## src/rtl/spi_pkg.sv

```systemverilog
// spi_pkg: shared SPI state encoding and word-length constants.
// Shared between the SPI follower and the existing SPI controller.
package spi_pkg;

  typedef enum logic [1:0] {
    IDLE         = 2'd0,
    WAIT_CS_HIGH = 2'd1,
    ACTIVE       = 2'd2
  } spi_state_t;

  localparam int LEN8  = 8;
  localparam int LEN16 = 16;

  function automatic logic [4:0] word_len(input logic len16);
    return len16 ? 5'(LEN16) : 5'(LEN8);
  endfunction

endpackage

```

## src/rtl/spi_sync_edge.sv

```systemverilog
// spi_sync_edge: multi-flop pin synchronizer with rise/fall pulses.
// Pulses are combinational from the synchronized level and its delayed copy.
module spi_sync_edge
  import spi_pkg::*;
#(
  parameter int   STAGES  = 2,
  parameter logic RST_VAL = 1'b0
) (
  input  logic clk,
  input  logic rst,
  input  logic d,
  output logic q,
  output logic rise,
  output logic fall
);

  localparam int N = (STAGES < 2) ? 2 : STAGES;

  logic [N-1:0] sync_q, sync_d;
  logic         prev_q, prev_d;

  // next values: shift the pin in, remember last synchronized level
  always_comb begin
    sync_d = {sync_q[N-2:0], d};
    prev_d = sync_q[N-1];
  end

  // synchronizer chain and edge-history flop
  always_ff @(posedge clk or posedge rst) begin
    if (rst) begin
      sync_q <= {N{RST_VAL}};
      prev_q <= RST_VAL;
    end else begin
      sync_q <= sync_d;
      prev_q <= prev_d;
    end
  end

  assign q    = sync_q[N-1];
  assign rise = q & ~prev_q;
  assign fall = ~q & prev_q;

endmodule

```

## src/rtl/spi_follower.sv

```systemverilog
// spi_follower: SPI follower with one-word TX holding register.
// Pins are synchronized into clk; all SPI modes, 8/16-bit words.
module spi_follower
  import spi_pkg::*;
#(
  parameter int          SYNC_STAGES = 2,
  parameter logic [15:0] TX_FILL     = 16'hFFFF
) (
  input  logic        clk,
  input  logic        rst,
  input  logic        cfg_len,
  input  logic        cfg_cpol,
  input  logic        cfg_cpha,
  input  logic        sclk,
  input  logic        cs_n,
  input  logic        mosi,
  output logic        miso,
  output logic        miso_oe,
  input  logic [15:0] tx_data,
  input  logic        tx_valid,
  output logic        tx_ready,
  output logic [15:0] rx_data,
  output logic        rx_valid,
  output logic        busy,
  output logic        tx_underrun,
  output logic        frame_abort
);

  localparam int N = (SYNC_STAGES < 2) ? 2 : SYNC_STAGES;
  localparam logic [7:0] FLUSH = 8'(N + 1);

  logic sclk_s, sclk_rise, sclk_fall;
  logic cs_s, cs_rise, cs_fall;
  logic [N-1:0] mosi_sync_q, mosi_sync_d;
  logic mosi_s;

  spi_sync_edge #(
    .STAGES  (N),
    .RST_VAL (1'b0)
  ) u_sclk_sync (
    .clk  (clk),
    .rst  (rst),
    .d    (sclk),
    .q    (sclk_s),
    .rise (sclk_rise),
    .fall (sclk_fall)
  );

  spi_sync_edge #(
    .STAGES  (N),
    .RST_VAL (1'b1)
  ) u_cs_sync (
    .clk  (clk),
    .rst  (rst),
    .d    (cs_n),
    .q    (cs_s),
    .rise (cs_rise),
    .fall (cs_fall)
  );

  spi_state_t  state_q, state_d;
  logic        len16_q, len16_d;
  logic        cpol_q, cpol_d;
  logic        cpha_q, cpha_d;
  logic [4:0]  cnt_q, cnt_d;
  logic        first_q, first_d;
  logic        pend_q, pend_d;
  logic [15:0] tx_sh_q, tx_sh_d;
  logic [14:0] rx_sh_q, rx_sh_d;
  logic [15:0] hold_q, hold_d;
  logic        hold_full_q, hold_full_d;
  logic [15:0] rx_data_q, rx_data_d;
  logic        rx_valid_q, rx_valid_d;
  logic        underrun_q, underrun_d;
  logic        abort_q, abort_d;
  logic [7:0]  flush_q, flush_d;

  logic        sclk_edge, lead, trail, smp_edge, shf_edge;
  logic        move, move_len16, accept;
  logic [15:0] rx_new;
  logic [4:0]  cnt_inc;

  assign mosi_sync_d = {mosi_sync_q[N-2:0], mosi};
  assign mosi_s      = mosi_sync_q[N-1];

  assign sclk_edge = sclk_rise | sclk_fall;
  assign lead      = sclk_edge & (sclk_s ^ cpol_q);
  assign trail     = sclk_edge & ~(sclk_s ^ cpol_q);
  assign smp_edge  = cpha_q ? trail : lead;
  assign shf_edge  = cpha_q ? lead : trail;
  assign accept    = tx_valid & ~hold_full_q;

  // frame FSM, shift datapath and TX holding register
  always_comb begin
    state_d     = state_q;
    len16_d     = len16_q;
    cpol_d      = cpol_q;
    cpha_d      = cpha_q;
    cnt_d       = cnt_q;
    first_d     = first_q;
    pend_d      = pend_q;
    tx_sh_d     = tx_sh_q;
    rx_sh_d     = rx_sh_q;
    hold_d      = hold_q;
    hold_full_d = hold_full_q;
    rx_data_d   = rx_data_q;
    rx_valid_d  = 1'b0;
    underrun_d  = 1'b0;
    abort_d     = 1'b0;
    flush_d     = flush_q;
    move        = 1'b0;
    move_len16  = len16_q;
    rx_new      = {rx_sh_q, mosi_s};
    cnt_inc     = cnt_q + 5'd1;
    unique case (state_q)
      WAIT_CS_HIGH: begin
        if (flush_q != FLUSH) flush_d = flush_q + 8'd1;
        else if (cs_s) state_d = IDLE;
      end
      IDLE: begin
        if (cs_fall) begin
          state_d    = ACTIVE;
          len16_d    = cfg_len;
          cpol_d     = cfg_cpol;
          cpha_d     = cfg_cpha;
          cnt_d      = 5'd0;
          pend_d     = 1'b0;
          first_d    = cfg_cpha;
          move       = 1'b1;
          move_len16 = cfg_len;
        end
      end
      ACTIVE: begin
        if (cs_rise) begin
          state_d = IDLE;
          cnt_d   = 5'd0;
          pend_d  = 1'b0;
          abort_d = (cnt_q != 5'd0);
        end else if (smp_edge) begin
          rx_sh_d = rx_new[14:0];
          if (cnt_inc == word_len(len16_q)) begin
            cnt_d      = 5'd0;
            pend_d     = 1'b1;
            rx_valid_d = 1'b1;
            rx_data_d  = len16_q ? rx_new : {8'h00, rx_new[7:0]};
          end else begin
            cnt_d = cnt_inc;
          end
        end else if (shf_edge) begin
          if (pend_q) begin
            pend_d = 1'b0;
            move   = 1'b1;
          end else if (first_q) begin
            first_d = 1'b0;
          end else begin
            tx_sh_d = {tx_sh_q[14:0], 1'b0};
          end
        end
      end
      default: state_d = WAIT_CS_HIGH;
    endcase
    if (move) begin
      if (hold_full_q) begin
        tx_sh_d     = move_len16 ? hold_q : {hold_q[7:0], 8'h00};
        hold_full_d = 1'b0;
      end else begin
        tx_sh_d    = move_len16 ? TX_FILL : {TX_FILL[15:8], 8'h00};
        underrun_d = 1'b1;
      end
    end
    if (accept) begin
      hold_d      = tx_data;
      hold_full_d = 1'b1;
    end
  end

  // state and datapath registers
  always_ff @(posedge clk or posedge rst) begin
    if (rst) begin
      state_q     <= WAIT_CS_HIGH;
      len16_q     <= 1'b0;
      cpol_q      <= 1'b0;
      cpha_q      <= 1'b0;
      cnt_q       <= 5'd0;
      first_q     <= 1'b0;
      pend_q      <= 1'b0;
      tx_sh_q     <= 16'h0000;
      rx_sh_q     <= 15'h0000;
      hold_q      <= 16'h0000;
      hold_full_q <= 1'b0;
      rx_data_q   <= 16'h0000;
      rx_valid_q  <= 1'b0;
      underrun_q  <= 1'b0;
      abort_q     <= 1'b0;
      flush_q     <= 8'd0;
      mosi_sync_q <= '0;
    end else begin
      state_q     <= state_d;
      len16_q     <= len16_d;
      cpol_q      <= cpol_d;
      cpha_q      <= cpha_d;
      cnt_q       <= cnt_d;
      first_q     <= first_d;
      pend_q      <= pend_d;
      tx_sh_q     <= tx_sh_d;
      rx_sh_q     <= rx_sh_d;
      hold_q      <= hold_d;
      hold_full_q <= hold_full_d;
      rx_data_q   <= rx_data_d;
      rx_valid_q  <= rx_valid_d;
      underrun_q  <= underrun_d;
      abort_q     <= abort_d;
      flush_q     <= flush_d;
      mosi_sync_q <= mosi_sync_d;
    end
  end

  assign busy        = (state_q == ACTIVE);
  assign miso_oe     = busy;
  assign miso        = busy & tx_sh_q[15];
  assign tx_ready    = ~hold_full_q;
  assign rx_data     = rx_data_q;
  assign rx_valid    = rx_valid_q;
  assign tx_underrun = underrun_q;
  assign frame_abort = abort_q;

endmodule

```

## config.mk

```make
export PLATFORM = sky130hd
export DESIGN_NAME = spi_follower
export DESIGN_NICKNAME = d
export VERILOG_FILES = /design/src/rtl/spi_pkg.sv /design/src/rtl/spi_sync_edge.sv /design/src/rtl/spi_follower.sv
export SDC_FILE = /design/constraint.sdc
export NUM_CORES = 1
export LEC_CHECK = 0
export CAP_MARGIN = 20
export CORE_ASPECT_RATIO = 1.75
export CORE_MARGIN = 2
export CORE_UTILIZATION = 43
export DETAILED_ROUTE_END_ITERATION = 6
export GPL_TIMING_DRIVEN = 0
export HOLD_SLACK_MARGIN = 0.05
export PLACE_DENSITY = 0.65
export SYNTH_ARGS = -nofsm -noshare
export SYNTH_HDL_FRONTEND = slang
export SYNTH_HIERARCHICAL = 1
export SYNTH_SLANG_ARGS = --single-unit
```

## constraint.sdc

```tcl
create_clock -name clk -period 6.35 [get_ports clk]
set_input_delay 1.27 -clock clk [delete_from_list [all_inputs] [get_ports clk]]
set_output_delay 1.27 -clock clk [all_outputs]
set_load 0.02 [all_outputs]
```

==> results.ini, run 1 <==
[die]
fp.dieW_um=78.9
start_util_pct=44.3
fp.coreArea_um2=9530
design.die.area_um2=10700
num_rows=47
die_height_um=135
io_pins=48

[detailed_routing]
via_per_inst=5.37
via_count=2858
route.antenna.remaining_nets=0
detail_route.wl_per_cell_um=16.5
detail_route.first_pass.iterations=4
final_wl_um=8800
dr.first_iter.drc_count=169
drc=0

[place]
io_buffer_count=47
gp_congestion=0.770
placed_cells=516
post-dp-hpwl_um=6330
place_ws_ns=3.09

[cts]
cts_hold_buffers_added=0
htree_levels=3
tritoncts.num_buffers=9
clock_sink_count=95
cts_tree=yes
clock_insertion_delay_at_the_later_pin_of_the_skew_report_ns=0.34
post-cts-setup-buffers=0
clk_pin_slew_ns=0.07
clock_tree.root_cell=sky130_fd_sc_hd__clkbuf_16
number_of_buffers_on_the_longest_clock_path=2
number_of_instances_resized_during_post_cts_repair=0

[power_and_ir_drop]
leakage_component_of_the_power_nw=2.30
ir_worst_vdd_mv=0.184
power-per-cell-area_nw_per_um2=362
power.total_w=0.00188

[finish]
area_growth_synth_to_finish_pct=22.9
final_cell_count_without_fillers=532
num_antenna_cells=0
nets=433
final_layout_size_suffix_gt1_share_pct=19.5

[critical_path]
critPathCaptureType=output pin
crit_path_start=hold_full_q$_DFFE_PP0P_
crit_path_start_kind=register
crit_type=register to output pin
cp.arrival_ns=1.97
cp_data_required_time_ns=5.08
worst_setup_path_endpoint=tx_ready
ff_to_ff_start=u_sclk_sync/sync_q[1]$_DFF_PP0_
r2r-end=rx_sh_q[0]$_DFFE_PP0P_
crit_fanout=10
timing.reg2reg.setup_slack_ns=3.90
timing.reg2reg.worst_path_depth=7

[logic_synthesis]
syn_nets=374
postSynth.asyncResetShare_pct=100
synth_largest_area_cell=sky130_fd_sc_hd__dfrtp_1
netlist-cell-type-count=61
synthesis.area_um2=4220
synth_enable_flop_cells=0
synth.yosys.warnings=6
seq_area_frac_synth_pct=56.4
post_synth_inst_count=346
synth.ff_latch_count=95
avgSynthCellArea_um2=12.2
synth_top_area_share_pct=53.9
leading_register_cell_type_out_of_synthesis=sky130_fd_sc_hd__dfrtp_1
netlist_top_cells_area=sky130_fd_sc_hd__dfrtp_1 54%, sky130_fd_sc_hd__mux2_2 8.5%, sky130_fd_sc_hd__a211oi_1 3.4%, sky130_fd_sc_hd__dfstp_2 2.5%, sky130_fd_sc_hd__inv_1 2.1%

[sta]
setup_viol=0
setup_clock_skew_after_layout_ns=0.00927
fin_crit_sh_pct=51.1
fin_crit_ns=3.24
max_freq_ghz=0.308
final_hold_viol_count=0
timing_max_transition_violations_final=0
rsz0062_at_grt=false
setup_ws_ns=3.11
fin_setup_tns_ns=0
actual_slew_at_the_worst_max_slew_pin_ns=0.617
max-slew-margin-rel_pct=58.8

[worst_hold_path]
min-delay-path-class=register to register

[outcome]
outcome=completed

[global_routing]
antenna_found_initial=0
grt_first_pass_wirelength_um=14500
grt.total_usage_pct=17.7
globalRoute.totalOverflow=0
first_global_vias=3014
grt_max_degree=62

[run]
max-cap-violations=0

==> where the power goes <==
part	internal (W)	switching, W	total, W	leakage, nW
Sequential	0.000750	0.0000920	0.000842	1.22
Clock	0.000329	0.000233	0.000563	0.149
Combinational	0.000219	0.000253	0.000472	0.932
==> final cells by class <==
| type | instances | area (µm²) |
|---|---|---|
| buffer | 21 | 118 |
| clock buffer | 11 | 253 |
| fill | 838 | 4340 |
| tap | 122 | 153 |
| multi-input combinational | 204 | 1620 |
| clock inverter | 5 | 62.6 |
| sequential | 95 | 2380 |
| timing repair buffer | 48 | 498 |
| inverter | 26 | 100 |
==> metal layers <==
| metal | vias to the layer above | part of all wire [%] | global-route usage (%) |
|---|---|---|---|
| li1 | 1375 | - | - |
| met1 | 1424 | 39 | 19.1 |
| met2 | 47 | 56 | 32.4 |
| met3 | 12 | 2.6 | 3.68 |
| met4 | 0 | 2.0 | 8.43 |
| met5 | - | 0 | 0 |
==> worst min-delay path by stage <==
stage                                   startpoint                       end  slack (ns)  cells past startpoint
after floorplan           mosi_sync_q[0]$_DFF_PP0_  mosi_sync_q[1]$_DFF_PP0_        0.33                      0
after global placement    mosi_sync_q[0]$_DFF_PP0_  mosi_sync_q[1]$_DFF_PP0_        0.34                      0
after detailed placement  mosi_sync_q[0]$_DFF_PP0_  mosi_sync_q[1]$_DFF_PP0_        0.34                      0
after CTS                 mosi_sync_q[0]$_DFF_PP0_  mosi_sync_q[1]$_DFF_PP0_        0.35                      0
after global routing      mosi_sync_q[0]$_DFF_PP0_  mosi_sync_q[1]$_DFF_PP0_        0.36                      0
final                     mosi_sync_q[0]$_DFF_PP0_  mosi_sync_q[1]$_DFF_PP0_        0.35                      0
==> flip-flops by register name, summed over array words and instances (netlist names), 2 cells and up <==
signal              flops
hold_q                 16
rx_data                16
tx_sh_q                16
rx_sh_q                15
flush_q                 8
cnt_q                   5
mosi_sync_q             2
state_q                 2
u_cs_sync/sync_q        2
u_sclk_sync/sync_q      2
==> layout by cell type, fill, tap and decap left out, types with 4 or more instances in the layout <==
cell type / netlist / layout
sky130_fd_sc_hd__o21ai_0: 17 / 17
sky130_fd_sc_hd__a22o_1: 8 / 8
sky130_fd_sc_hd__a22oi_1: 4 / 4
sky130_fd_sc_hd__a2111oi_0: 4 / 4
sky130_fd_sc_hd__nand2_1: 24 / 24
sky130_fd_sc_hd__clkbuf_1: 6 / 6
sky130_fd_sc_hd__xnor2_1: 6 / 6
sky130_fd_sc_hd__clkbuf_16: 0 / 9
sky130_fd_sc_hd__nor2b_1: 6 / 6
sky130_fd_sc_hd__a221o_1: 7 / 7
sky130_fd_sc_hd__mux2_2: 32 / 32
sky130_fd_sc_hd__clkdlybuf4s50_1: 0 / 47
sky130_fd_sc_hd__a21oi_1: 5 / 5
sky130_fd_sc_hd__dfstp_2: 4 / 4
sky130_fd_sc_hd__a211oi_1: 19 / 19
sky130_fd_sc_hd__a41oi_1: 5 / 5
sky130_fd_sc_hd__dfrtp_1: 91 / 91
sky130_fd_sc_hd__inv_1: 24 / 23
sky130_fd_sc_hd__buf_2: 7 / 7
sky130_fd_sc_hd__nor2_1: 10 / 10
==> kinds of logic after synthesis <==
| kind of cell | Yosys count | synth area share (%) |
|---|---|---|
| compound gates | 87 | 16.2 |
| xor+xnor | 11 | 2.96 |
| fa+ha+maj | 3 | 0.889 |
| buf+inv | 47 | 5.10 |
| flops | 95 | 56.4 |
| mux | 34 | 9.01 |
| simple gates | 69 | 9.46 |
==> per-stage QoR <==
stage	hold slack, ns	cell area (µm²)	util, %
5_1_grt	0.356	5190	54.5
6_report	0.346	5190	54.5
2_1_floorplan	0.331	4220	-
4_1_cts	0.350	5190	54.5
3_3_place_gp	0.338	4840	50.9
3_5_place_dp	0.336	4870	51.2
==> worst max-delay path: stages, from the launching register on <==
cell                              delay, ns
sky130_fd_sc_hd__dfrtp_1               0.35
sky130_fd_sc_hd__clkbuf_1              0.32
sky130_fd_sc_hd__clkinv_1              0.33
sky130_fd_sc_hd__clkdlybuf4s50_1       0.62
==> cells in the mapped netlist, drive strengths merged (3+ instances only) <==
master	number
a2111oi	4
nor3b	3
a21oi	6
ha	3
nand3	4
xnor2	6
inv	25
a22oi	4
o21ai	18
a221o	7
nand4	3
buf	15
mux2	32
xor2	3
dfstp	4
nor2b	6
clkbuf	6
dfrtp	91
a22o	8
nor2	10
a211oi	20
nand2	24
a41oi	6
No activity file was read; power rests on OpenSTA's default activity.
==> run 2: changes to the inputs <==
--- a/config.mk
+++ b/config.mk
@@ -12,7 +12,7 @@
 export DETAILED_ROUTE_END_ITERATION = 6
 export GPL_TIMING_DRIVEN = 0
 export HOLD_SLACK_MARGIN = 0.05
-export PLACE_DENSITY = 0.65
+export PLACE_DENSITY = 0.67
 export SYNTH_ARGS = -nofsm -noshare
 export SYNTH_HDL_FRONTEND = slang
 export SYNTH_HIERARCHICAL = 1
==> constraint.sdc (replaced) <==
create_clock -name clk -period 2.6 [get_ports clk]
set_input_delay 0.52 -clock clk [delete_from_list [all_inputs] [get_ports clk]]
set_output_delay 0.52 -clock clk [all_outputs]
set_load 0.02 [all_outputs]
==> results.ini, run 2 (synthesis gave the netlist of run 1 again) <==
[power_and_ir_drop]
cellInternalPower_w=0.00324  ; +150%
ir_worst_vdd_mv=0.477  ; +160%
power.share.combinational_pct=25.1  ; about the same
power-per-cell-area_nw_per_um2=892  ; +150%
netSwitchingFraction_pct=30.4  ; -0.38 points
leakage_component_of_the_power_nw=2.32  ; +0.74%
power.total_w=0.00466  ; +150%
sequential_group_share_of_total_power_pct=44.1  ; -0.8 points
switching_power_w=0.00142  ; +150%
part_of_the_power_in_the_clock_network_pct=30.8  ; +0.8 points

[finish]
area_growth_synth_to_finish_pct=23.7
post-route-util_pct=54.8  ; +0.35 points
final_cell_mix=91 x sky130_fd_sc_hd__dfrtp_1, 47 x sky130_fd_sc_hd__clkdlybuf4s50_1, 32 x sky130_fd_sc_hd__mux2_2
nets=434  ; +0.23%
final_layout_size_suffix_gt1_share_pct=19.7  ; +0.20 points
post-route-cell-area_um2=5220  ; +0.65%
mostFrequentLayoutCell=sky130_fd_sc_hd__dfrtp_1
num_antenna_cells=0  ; unchanged

[critical_path]
crit_path_start=u_cs_sync/sync_q[1]$_DFF_PP1_
cp.arrival_ns=2.70  ; +0.73 ns
crit_type=register to register
crit_path_top_delay_cell=sky130_fd_sc_hd__a2111oi_0
crit_path_start_kind=register
critPathCaptureType=register
cp_data_required_time_ns=2.82  ; -2.26 ns
crit_fanout=10  ; unchanged
ff_to_ff_start=u_cs_sync/sync_q[1]$_DFF_PP1_
critical_path.n_buffers_inverters=1  ; -2
path_cells=and2b_2 -> or3b_4 -> clkbuf_1 -> a211oi_1 -> a2111oi_0 -> o21ai_1
critical-path-max-stage-delay_ns=0.59  ; -0.03 ns
crit_family=compound AO/OA/AOI/OAI gates

[place]
post_dp_cell_area_um2=4900  ; +0.44%
post-dp-hpwl_um=6460  ; +2.0%
gp_congestion=0.778  ; +1.1%
io_buffer_count=47  ; unchanged

[global_routing]
grt.total_usage_pct=17.7  ; about the same
grt_max_degree=35  ; -44%
grt_first_pass_wirelength_um=14400  ; -0.62%
first_global_vias=2977  ; -1.2%
antenna_found_initial=0  ; unchanged
globalRoute.totalOverflow=0  ; unchanged

[sta]
fin_hold_ws_ns=0.353  ; +0.00709 ns
final_hold_viol_count=0  ; unchanged
max_freq_ghz=0.403
timing_max_transition_violations_final=0  ; unchanged
max-slew-margin-rel_pct=45.8  ; -13 points
rsz0062_at_grt=false
fin_crit_sh_pct=95.4
setup_clock_skew_after_layout_ns=0.00648  ; -0.00280 ns
actual_slew_at_the_worst_max_slew_pin_ns=0.811  ; +0.194 ns
setup_viol=0  ; unchanged
fin_crit_ns=2.48
fin_setup_tns_ns=0  ; unchanged

[detailed_routing]
dr.first_iter.drc_count=208  ; +23%
detail_route.first_pass.iterations=4  ; unchanged
drc=0  ; unchanged
route.antenna.remaining_nets=0  ; unchanged
via_per_inst=5.44  ; +1.2%
via_count=2899  ; +1.4%
final_wl_um=8880  ; +0.94%
detail_route.wl_per_cell_um=16.7  ; +0.75%

[die]
io_pins=48  ; unchanged
fp.dieW_um=78.9  ; unchanged
design.die.area_um2=10700  ; unchanged
die_height_um=135  ; unchanged
fp.coreArea_um2=9530  ; unchanged
num_rows=47  ; unchanged
start_util_pct=44.3  ; unchanged

[cts]
clock_tree.root_cell=sky130_fd_sc_hd__clkbuf_16
clock_sink_count=95  ; unchanged
tritoncts.num_buffers=9  ; unchanged
htree_levels=3  ; unchanged
clock_insertion_delay_at_the_later_pin_of_the_skew_report_ns=0.35  ; about the same
clk_pin_slew_ns=0.07  ; about the same
cts_tree=yes
number_of_buffers_on_the_longest_clock_path=2  ; unchanged

[run]
max-cap-violations=0  ; unchanged

[worst_hold_path]
min-delay-start=mosi_sync_q[0]$_DFF_PP0_
min-delay-path-class=register to register

[outcome]
outcome=completed

## run 2: repair_timing
action,4_1_cts,5_1_grt
buffers inserted,0,0
gates resized for setup,0,3
setup endpoints to repair,0,9
hold buffers,0,0
## run 2: layout make-up
| type | count | area [µm²] |
|---|---|---|
| clock buffers | 11 | 243 |
| clock inverters | 5 | 81.3 |
| inverters | 26 | 101 |
| multi-input cells | 204 | 1630 |
| well taps | 122 | 153 |
| flip-flops and latches | 95 | 2380 |
| fillers | 835 | 4300 |
| repair buffers | 49 | 518 |
| plain buffers | 21 | 120 |
## run 2: per-stage QoR
step / setup WS [ns] / instances
after floorplan: 0.502 / 346
after global placement: 0.0302 / 515
after detailed placement: 0.0669 / 517
after CTS: 0.0662 / 533
after global routing: 0.0170 / 533
final: 0.120 / 533
## run 2: metal layers
metal  up-vias  global-route usage, %  wire [µm]
li1       1371                      -          -
met1      1455                   20.0       3510
met2        50                   30.9       4840
met3        23                   3.01        249
met4         0                   10.3        280
met5         -                      0          0
## run 2: worst reg2reg max path, cell delays in order, from the launching register on
cell and delay [ns]:
sky130_fd_sc_hd__dfstp_2 0.55, sky130_fd_sc_hd__and2b_2 0.24, sky130_fd_sc_hd__or3b_4 0.27, sky130_fd_sc_hd__clkbuf_1 0.40, sky130_fd_sc_hd__a211oi_1 0.16, sky130_fd_sc_hd__a2111oi_0 0.59, sky130_fd_sc_hd__o21ai_1 0.14
## run 2: path summary, 6_finish.rpt
check / endpoint / slack (ns) / depth (start not counted)
min in group asynchronous: u_sclk_sync/sync_q[1]$_DFF_PP0_ / 0.45 / 2
worst min-delay path: mosi_sync_q[1]$_DFF_PP0_ / 0.35 / 0
worst min register to register: mosi_sync_q[1]$_DFF_PP0_ / 0.35 / 0
max in group asynchronous: rx_data[14]$_DFFE_PP0P_ / 1.25 / 3
worst max register to register: tx_sh_q[11]$_DFFE_PP0P_ / 0.12 / 6
worst max-delay path: tx_sh_q[11]$_DFFE_PP0P_ / 0.12 / 6
## run 2: power by group through the flow
stage                     clock, W  sequential, W  combinational (W)
after floorplan                  0        0.00201           0.000855
after global placement           0        0.00207            0.00112
after detailed placement         0        0.00208            0.00116
after CTS                  0.00146        0.00206            0.00117
after global routing       0.00152        0.00209            0.00129
final                      0.00143        0.00206            0.00117
==> run 3: changes to the inputs <==
--- a/config.mk
+++ b/config.mk
@@ -12,7 +12,8 @@
 export DETAILED_ROUTE_END_ITERATION = 6
 export GPL_TIMING_DRIVEN = 0
 export HOLD_SLACK_MARGIN = 0.05
-export PLACE_DENSITY = 0.67
+export PLACE_DENSITY = 0.65
+export RECOVER_POWER = 100
 export SYNTH_ARGS = -nofsm -noshare
 export SYNTH_HDL_FRONTEND = slang
 export SYNTH_HIERARCHICAL = 1
==> constraint.sdc (replaced) <==
create_clock -name clk -period 2.5 [get_ports clk]
set_input_delay 0.5 -clock clk [delete_from_list [all_inputs] [get_ports clk]]
set_output_delay 0.5 -clock clk [all_outputs]
set_load 0.02 [all_outputs]
==> results.ini, run 3 (synthesis gave the netlist of run 1 again) <==
[sta]
actual_slew_at_the_worst_max_slew_pin_ns=0.776  ; -0.0342 ns
setup_viol=0  ; unchanged
fin_crit_sh_pct=95.7  ; +0.27 points
rsz0062_at_grt=false
setup_ws_ns=0.109  ; -0.0114 ns
timing_max_transition_violations_final=0  ; unchanged
max-slew-margin-rel_pct=48.2  ; +2.4 points
fin_crit_ns=2.39  ; -0.0886 ns
setup_clock_skew_after_layout_ns=0.00608  ; -0.000396 ns
final_hold_viol_count=0  ; unchanged
max_freq_ghz=0.418  ; +3.7%

[detailed_routing]
via_per_inst=5.41  ; -0.59%
detail_route.first_pass.iterations=4  ; unchanged
route.antenna.remaining_nets=0  ; unchanged
drc=0  ; unchanged
via_count=2871  ; -0.97%
routed.top_layer=met4
met1_length_um=3460  ; -1.7%
routed_length_on_met3_um=200  ; -20%
dr.first_iter.drc_count=139  ; -33%
detail_route.wl_per_cell_um=16.2  ; -2.7%
final_wl_um=8610  ; -3.1%
met2RoutedLength_um=4780  ; -1.3%

[cts]
tritoncts.num_buffers=9  ; unchanged
clock_insertion_delay_at_the_later_pin_of_the_skew_report_ns=0.34  ; about the same
clock_sink_count=95  ; unchanged
number_of_buffers_on_the_longest_clock_path=2  ; unchanged
cts_tree=yes
cts_hold_buffers_added=0  ; unchanged
clock_tree.root_cell=sky130_fd_sc_hd__clkbuf_16
clk_pin_slew_ns=0.06  ; about the same
htree_levels=3  ; unchanged

[finish]
final_cell_count_without_fillers=531  ; -0.38%
final_layout_size_suffix_gt1_share_pct=19.6  ; -0.15 points
nets=432  ; -0.46%
area_growth_synth_to_finish_pct=22.6
final_cell_mix=90 x sky130_fd_sc_hd__dfrtp_1, 32 x sky130_fd_sc_hd__mux2_2, 26 x sky130_fd_sc_hd__dlygate4sd3_1
num_antenna_cells=0  ; unchanged
mostFrequentLayoutCell=sky130_fd_sc_hd__dfrtp_1

[critical_path]
cp.arrival_ns=2.59  ; -0.11 ns
crit_path_start_kind=register
worst_setup_path_endpoint=tx_sh_q[14]$_DFFE_PP0P_
ff_to_ff_start=u_cs_sync/sync_q[1]$_DFF_PP1_
critPathCaptureType=register
timing.reg2reg.worst_path_depth=6  ; unchanged
crit_type=register to register
cp_data_required_time_ns=2.69  ; -0.13 ns
r2r-end=tx_sh_q[14]$_DFFE_PP0P_
timing.reg2reg.setup_slack_ns=0.11  ; about the same
crit_fanout=10  ; unchanged
crit_path_start=u_cs_sync/sync_q[1]$_DFF_PP1_

[power_and_ir_drop]
leakage_component_of_the_power_nw=2.36  ; +1.7%
part_of_the_power_in_the_clock_network_pct=29.9  ; -0.9 points
ir_worst_vdd_mv=0.609  ; +28%
cellInternalPower_w=0.00329  ; +1.4%
power-per-cell-area_nw_per_um2=919  ; +3.0%
switching_power_w=0.00147  ; +3.5%
sequential_group_share_of_total_power_pct=45.4  ; +1.3 points
power.share.combinational_pct=24.6  ; -0.5 points
netSwitchingFraction_pct=30.9  ; +0.44 points

[die]
start_util_pct=44.3  ; unchanged
num_rows=47  ; unchanged
fp.dieW_um=78.9  ; unchanged
fp.coreArea_um2=9530  ; unchanged
design.die.area_um2=10700  ; unchanged
die_height_um=135  ; unchanged
io_pins=48  ; unchanged

[global_routing]
globalRoute.totalOverflow=0  ; unchanged
first_global_vias=2986  ; +0.30%
grt_max_degree=36  ; +2.9%
antenna_found_initial=0  ; unchanged
grt_first_pass_wirelength_um=14700  ; +1.5%
grt.total_usage_pct=17.7  ; about the same

[place]
post-dp-hpwl_um=6470  ; +0.23%
gp_congestion=0.766  ; -1.6%
io_buffer_count=47  ; unchanged
placed_cells=517  ; unchanged
place_ws_ns=-0.0817  ; -0.149 ns

[outcome]
outcome=completed

[run]
max-cap-violations=0  ; unchanged

[worst_hold_path]
min-delay-path-class=register to register
worst_hold_path.num_cells=0  ; unchanged

## run 3: cell types whose count changed in the layout (fill, tap and decap cells not counted), sizes merged
cell           delta
clkdlybuf4s50    -26
dlygate4sd3      +26
buf               -4
clkbuf            +2
bufinv            -1
clkinv            -1
clkinvlp          +1
inv               +1
## run 3: power groups by stage
stage | Combinational (W) | Clock, W | Sequential (W)
after global placement | 0.00117 | 0 | 0.00215
after CTS | 0.00122 | 0.00147 | 0.00214
final | 0.00117 | 0.00142 | 0.00216
after detailed placement | 0.00121 | 0 | 0.00217
after floorplan | 0.000889 | 0 | 0.00209
after global routing | 0.00130 | 0.00153 | 0.00221
## run 3: worst min path at each step
stage,from,end
final,mosi_sync_q[0]$_DFF_PP0_,mosi_sync_q[1]$_DFF_PP0_
after global routing,mosi_sync_q[0]$_DFF_PP0_,mosi_sync_q[1]$_DFF_PP0_
after CTS,mosi_sync_q[0]$_DFF_PP0_,mosi_sync_q[1]$_DFF_PP0_
after detailed placement,mosi_sync_q[0]$_DFF_PP0_,mosi_sync_q[1]$_DFF_PP0_
after global placement,mosi_sync_q[0]$_DFF_PP0_,mosi_sync_q[1]$_DFF_PP0_
after floorplan,rst,u_sclk_sync/prev_q$_DFF_PP0_
## run 3: cell type report
type,instances,area [µm²]
Inverter,26,105
Buffer,19,101
Timing Repair Buffer,49,490
Fill cell,848,4350
Multi-Input combinational cell,204,1620
Tap cell,122,153
Sequential cell,95,2380
Clock buffer,11,253
Clock inverter,5,63.8
## run 3: critical path, cell delays in order (launching register included)
cell and delay (ns):
sky130_fd_sc_hd__dfstp_2 0.55, sky130_fd_sc_hd__and2b_2 0.23, sky130_fd_sc_hd__or3b_4 0.27, sky130_fd_sc_hd__clkbuf_1 0.38
sky130_fd_sc_hd__a211oi_1 0.14, sky130_fd_sc_hd__a2111oi_0 0.58, sky130_fd_sc_hd__a21oi_1 0.09
## run 3: layer usage
metal,vias to the layer above,track usage [%]
met5,-,0
met4,0,6.90
met3,11,3.34
met2,39,32.3
met1,1452,20.2
li1,1369,-
## run 3: per-stage QoR
step                hold slack (ns)  setup TNS, ns  utilization (%)  instance area, µm²  total power, W
floorplan                     0.254              0                -                4230         0.00298
global placement              0.336          -4.18             50.9                4850         0.00332
finish                        0.355              0             54.3                5170         0.00476
detailed placement            0.343         -0.161             51.3                4890         0.00338
CTS                           0.357              0             54.6                5200         0.00482
global route                  0.359              0             54.3                5170         0.00503
## run 3: repair_timing
item	4_1_cts	5_1_grt
setup buffers	0	0
setup endpoints to repair	0	15
resized for setup	0	2
